### config.mk
export PLATFORM = sky130hd
export DESIGN_NAME = multicycle_ctrl
export DESIGN_NICKNAME = d
export VERILOG_FILES = /design/src/rtl/multicycle_ctrl.sv
export SDC_FILE = /design/constraint.sdc
export NUM_CORES = 1
export LEC_CHECK = 0
export ABC_AREA = 0
export CORE_MARGIN = 3
export CORE_UTILIZATION = 38
export DETAILED_ROUTE_END_ITERATION = 16
export PLACE_DENSITY = 0.82
export SYNTH_ARGS = -nofsm -noshare
export SYNTH_HDL_FRONTEND = slang
export SYNTH_SLANG_ARGS = --single-unit
### constraint.sdc
create_clock -name clk -period 1.39 [get_ports clk]
set_input_delay 0.278 -clock clk [delete_from_list [all_inputs] [get_ports clk]]
set_output_delay 0.278 -clock clk [all_outputs]
set_load 0.03 [all_outputs]
### src/rtl/multicycle_ctrl.sv
// Main control FSM for the 32-bit MIPS multicycle datapath.
// Sequences fetch, decode, memory, ALU, branch and jump steps. All outputs are combinational.
module multicycle_ctrl (
   input  logic       clk,
   input  logic       reset,
   input  logic [5:0] op,
   input  logic [5:0] funct,
   input  logic       zero,
   input  logic       mem_ready,
   output logic       pcen,
   output logic       irwrite,
   output logic       regwrite,
   output logic       memwrite,
   output logic       iord,
   output logic       memtoreg,
   output logic       regdst,
   output logic       alusrca,
   output logic [1:0] alusrcb,
   output logic [1:0] pcsrc,
   output logic [2:0] alucontrol,
   output logic       illegal
);

   localparam logic [5:0] OP_RTYPE = 6'b000000;
   localparam logic [5:0] OP_LW    = 6'b100011;
   localparam logic [5:0] OP_SW    = 6'b101011;
   localparam logic [5:0] OP_BEQ   = 6'b000100;
   localparam logic [5:0] OP_ADDI  = 6'b001000;
   localparam logic [5:0] OP_J     = 6'b000010;

   localparam logic [2:0] ALU_ADD = 3'b010;
   localparam logic [2:0] ALU_SUB = 3'b110;

   typedef enum logic [3:0] {
      FETCH    = 4'd0,
      DECODE   = 4'd1,
      MEMADR   = 4'd2,
      MEMRD    = 4'd3,
      MEMWB    = 4'd4,
      MEMWR    = 4'd5,
      EXECUTE  = 4'd6,
      ALUWB    = 4'd7,
      BRANCH   = 4'd8,
      ADDIEXEC = 4'd9,
      ADDIWB   = 4'd10,
      JUMP     = 4'd11
   } state_t;

   state_t     state, state_next;
   logic       pcwrite, branch;
   logic       irwrite_d, regwrite_d, memwrite_d, illegal_d;
   logic [2:0] funct_alu;

   // NOTE: sequential state uses non-blocking assignment so every flop samples pre-edge values.
   always_ff @(posedge clk or posedge reset) begin
      if (reset) state <= FETCH;
      else       state <= state_next;
   end

   always_comb begin
      case (funct)
         6'b100000: funct_alu = 3'b010;
         6'b100010: funct_alu = 3'b110;
         6'b100100: funct_alu = 3'b000;
         6'b100101: funct_alu = 3'b001;
         6'b101010: funct_alu = 3'b111;
         default:   funct_alu = 3'b010;
      endcase
   end

   // NOTE: every output gets a default first so no path through the case infers a latch.
   always_comb begin
      state_next = FETCH;
      pcwrite    = 1'b0;
      branch     = 1'b0;
      irwrite_d  = 1'b0;
      regwrite_d = 1'b0;
      memwrite_d = 1'b0;
      illegal_d  = 1'b0;
      iord       = 1'b0;
      memtoreg   = 1'b0;
      regdst     = 1'b0;
      alusrca    = 1'b0;
      alusrcb    = 2'b00;
      pcsrc      = 2'b00;
      alucontrol = 3'b000;
      case (state)
         FETCH: begin
            alusrcb    = 2'b01;
            alucontrol = ALU_ADD;
            irwrite_d  = mem_ready;
            pcwrite    = mem_ready;
            state_next = mem_ready ? DECODE : FETCH;
         end
         DECODE: begin
            alusrcb    = 2'b11;
            alucontrol = ALU_ADD;
            case (op)
               OP_LW, OP_SW: state_next = MEMADR;
               OP_RTYPE:     state_next = EXECUTE;
               OP_BEQ:       state_next = BRANCH;
               OP_ADDI:      state_next = ADDIEXEC;
               OP_J:         state_next = JUMP;
               default: begin
                  state_next = FETCH;
                  illegal_d  = 1'b1;
               end
            endcase
         end
         MEMADR: begin
            alusrca    = 1'b1;
            alusrcb    = 2'b10;
            alucontrol = ALU_ADD;
            state_next = (op == OP_LW) ? MEMRD : MEMWR;
         end
         MEMRD: begin
            iord       = 1'b1;
            state_next = mem_ready ? MEMWB : MEMRD;
         end
         MEMWB: begin
            memtoreg   = 1'b1;
            regwrite_d = 1'b1;
         end
         MEMWR: begin
            iord       = 1'b1;
            memwrite_d = 1'b1;
            state_next = mem_ready ? FETCH : MEMWR;
         end
         EXECUTE: begin
            alusrca    = 1'b1;
            alucontrol = funct_alu;
            state_next = ALUWB;
         end
         ALUWB: begin
            regdst     = 1'b1;
            regwrite_d = 1'b1;
         end
         BRANCH: begin
            alusrca    = 1'b1;
            alucontrol = ALU_SUB;
            pcsrc      = 2'b01;
            branch     = 1'b1;
         end
         ADDIEXEC: begin
            alusrca    = 1'b1;
            alusrcb    = 2'b10;
            alucontrol = ALU_ADD;
            state_next = ADDIWB;
         end
         ADDIWB: regwrite_d = 1'b1;
         JUMP: begin
            pcsrc   = 2'b10;
            pcwrite = 1'b1;
         end
         default: state_next = FETCH;
      endcase
   end

   // Reset forces FETCH asynchronously, so mask the write enables FETCH would otherwise raise.
   assign irwrite  = irwrite_d  & ~reset;
   assign regwrite = regwrite_d & ~reset;
   assign memwrite = memwrite_d & ~reset;
   assign illegal  = illegal_d  & ~reset;
   assign pcen     = (pcwrite | (branch & zero)) & ~reset;

endmodule

==> results.tsv, run 1 <==
metric	value	unit
outcome	aborted with a tool error	
Stopped at	clock tree synthesis (4_1_cts)	
stop err	[ERROR DPL-0038] Utilization greater than 100%, impossible to legalize	
Initial Util	43.5	%
Post-CTS Setup Bufs	22	
Ports	32	
die height	46.3	um
Yosys warning count	0	
DIE WIDTH	46.3	um
Port Buffers	31	
H-tree lvl count	1	
Placer Congestion	0.909	
most common cell in the synthesized netlist	nor2_1	
Post-Synthesis Cells	86	
largest area contributor in the netlist	dfrtp_1	
Syn Nets	102	
synth cell count leaders	11 x nor2_1, 7 x a21oi_1, 6 x nor3_1	
synthesized flop and latch total	4	
Async SR Flop Fraction	100	%
Placed Cells incl. Taps	158	
Clock Path Buffers	2	
post-detail-place hpwl	1880	um
Post-Syn Area per Cell	7.16	sq um
Post-synth EDFFs	0	
Seq/Total Area, Yosys	16.3	%
Cell variety after synth	39	
clk root buf	clkbuf_4	
hold buffer count at cts	0	
Post-Syn Area	616	sq um
top cell type's share of synthesized area	16.3	%
largest cells by area after synthesis	dfrtp_1 16%, nor2_1 6.7%, a21oi_1 5.7%	
clock sinks	4	
Rows	13	
PostCTS Resize Cnt	68	
clock buffer count from CTS	3	
Most used DFF post-synth	dfrtp_1	
==> cells by family after synthesis <==
kind of cell | count (synthesis) | synth area share [%]
DFF | 4 | 16.3
muxes | 2 | 3.46
xor gates and xnor gates | 2 | 2.85
buffers and inverters | 10 | 8.33
AOI/OAI and AO/OA | 21 | 23.4
and+or+nand+nor | 47 | 45.7
==> metrics by stage <==
stage,worst slack (ns),area (sq um),util (%),setup TNS [ns]
detailed placement,-0.717,1180,83.5,-4.43
global placement,-0.692,1180,83.5,-4.10
floorplan,-0.226,704,-,-0.827
==> inputs of run 2 (changes only) <==
CORE_AREA = 3 3 64 66   (was default)
CORE_MARGIN = default   (was 3)
CORE_UTILIZATION = default   (was 38)
DIE_AREA = 0 0 67 69   (was default)
PLACE_DENSITY = default   (was 0.82)
PLACE_DENSITY_LB_ADDON = 0.15   (was default)
==> results.tsv, run 2 <==
metric	value	unit
outcome	finished with violations	
failing checks	negative setup slack	
max-cap violation count	0	
Port Buffers	31	
Tightest Hold Check Type	in -> async	
clk root buf	clkbuf_8	
dpl cell area	1230	sq um
first-pass GRT wire length	4510	um
Ports	32	
drt pass-1 iters	4	
top cell type's share of synthesized area	16.3	%
Nets	181	
Final WS setup	-0.436	ns
WL/cell	13.2	um
highest-count cells in the layout ignoring fill and taps	37 x buf_4, 26 x buf_6, 8 x nor2_1	
Max Freq	548	MHz
clock skew	0.00141	ns
CP max FO	5	
Regs by FF count	state x4	
Placer Congestion	0.706	
startpoint types	register	
GRT Util Overall	12.3	%
Buf/Inv on CP	3	
CP Data Arrival Time	1.55	ns
Async SR Flop Fraction	100	%
dpl ws	-0.747	ns
GRT overflow	0	
largest area contributor in the netlist	dfrtp_1	
Post-Syn Area per Cell	7.16	sq um
final period utilization	131	%
Worst Setup End Kind	output port	
Finished Cell Area	1640	sq um
H-tree lvl count	1	
Worst path slowest cell	or3b_4	
initial antenna violation count	0	
CTS tree	done	
fin. max-slew vios	0	
Seq/Total Area, Yosys	16.3	%
Final ANT Viol Nets	0	
CP Cell Sequence	buf_6 > buf_8 > or3b_4 > a21oi_4 > buf_6	
Worst-Margin Slew	0.463	ns
die area	4620	sq um
via/cell ratio	4.64	
largest cells by area after synthesis	dfrtp_1 16%, nor2_1 6.7%, a21oi_1 5.7%	
layout overhead on the synthesized area	167	%
most common cell in the synthesized netlist	nor2_1	
Core Util, Final	45.2	%
commonest non-fill, non-tap cell in the layout	buf_4	
Clock Path Buffers	2	
Rows	22	
die height	69	um
fillcell total	375	
Initial Util	16.9	%
Worst VDD drop	0.000457	V
Most used DFF post-synth	dfrtp_1	
Core ar.	3630	sq um
Syn Nets	102	
Initial DRC Count	16	
ant diodes	0	
DR vias	980	
Post-Synthesis Cells	86	
DIE WIDTH	67	um
Final min period	1.83	ns
endpoints failing setup	18	
layout cells sized above 1	62.0	%
worst skew pair latency	0.22	ns
Max-slew headroom	68.8	%
Yosys warning count	0	
Reg with most FFs	state	
synth cell count leaders	11 x nor2_1, 7 x a21oi_1, 6 x nor3_1	
clock buffer count from CTS	3	
max reg flops	4	
Post-synth EDFFs	0	
final hold violations	0	
DRC	0	
largest net degree at the start of global routing	12	
vias in the first global route	1016	
clock sinks	4	
Worst R2R Path Depth	8	
CP delay by family, top	simple AND/OR/NAND/NOR gates	
Crit. path cell count	5	
Cell variety after synth	39	
delay of the slowest critical-path stage	0.41	ns
PD cells	879	nW/um^2
RSZ-0062 raised after global routing	yes	
Leak	0.768	nW
Clock Pin Slew Worst Setup and Hold Paths	0.03	ns
WP data required	1.11	ns
synthesized flop and latch total	4	
drt total wl	2790	um
Post-Syn Area	616	sq um
type of the worst setup path	reg -> out	
post-detail-place hpwl	1990	um
crit-path most repeated cell	buf_6	
## run 2: power by group
| part | switching, W | internal [W] | leakage, nW |
|---|---|---|---|
| combinational | 0.000506 | 0.000533 | 0.693 |
| clock | 0.0000581 | 0.000184 | 0.0216 |
| sequential | 0.0000266 | 0.000137 | 0.0540 |
## run 2: layer usage
metal | GRT usage (%) | part of all wire (%) | vias up
met5 | 0 | 0 | -
met2 | 23.1 | 52 | 28
met3 | 0.814 | 4.6 | 4
met4 | 4.05 | 1.0 | 0
met1 | 13.9 | 42 | 461
li1 | - | - | 487
## run 2: area by class of cell
cell class	instances	area, sq um	area share [%]
clock buffer	3	41.3	2.51
multi-input combinational	72	662	40.3
inverter	4	18.8	1.14
tap	48	60.1	3.65
timing repair buffer	80	762	46.3
sequential	4	100	6.09
## run 2: path summary, 6_finish.rpt
check | endpoint | startpoint | slack, ns
max | alusrcb[1] | state[3] | -0.44
min | state[3] | reset | 0.49
max reg2reg | state[1] | state[3] | -0.33
min reg2reg | state[0] | state[2] | 0.78
max in group asynchronous | state[1] | reset | 0.80
min in group clk | state[0] | op[4] | 0.52
## run 2: kinds of logic (layout without fill, tap and decap cells)
group | after synthesis | count (layout) | synth area share (%)
flops | 4 | 4 | 16.3
compound gates | 21 | 21 | 23.4
mux | 2 | 2 | 3.46
simple gates | 47 | 47 | 45.7
xor+xnor | 2 | 2 | 2.85
buf+inv | 10 | 87 | 8.33
## run 2: repair_timing
action,in CTS,in global routing
pin swaps,15,9
gates resized for setup,52,22
setup endpoints to repair,20,20
hold buffers,0,0
setup buffers,13,5
gates cloned,1,0
## run 2: worst reg2reg max path: cells and delay by family (launching register included)
| kind | cells | cell delay (ns) |
|---|---|---|
| buf+inv | 5 | 0.61 |
| simple gates | 3 | 0.65 |
| flops | 1 | 0.38 |
## run 2: through the flow
stage | hold slack, ns | instances | total power [W] | setup TNS, ns
after floorplan | 0.0526 | 86 | 0.000629 | -0.827
after global placement | 0.741 | 192 | 0.000960 | -4.87
after detailed placement | 0.739 | 192 | 0.000960 | -5.00
after CTS | 0.492 | 209 | 0.00138 | -5.88
after global routing | 0.536 | 211 | 0.00152 | -6.53
final | 0.490 | 211 | 0.00144 | -5.58
Power figures use the tool's default switching activity.
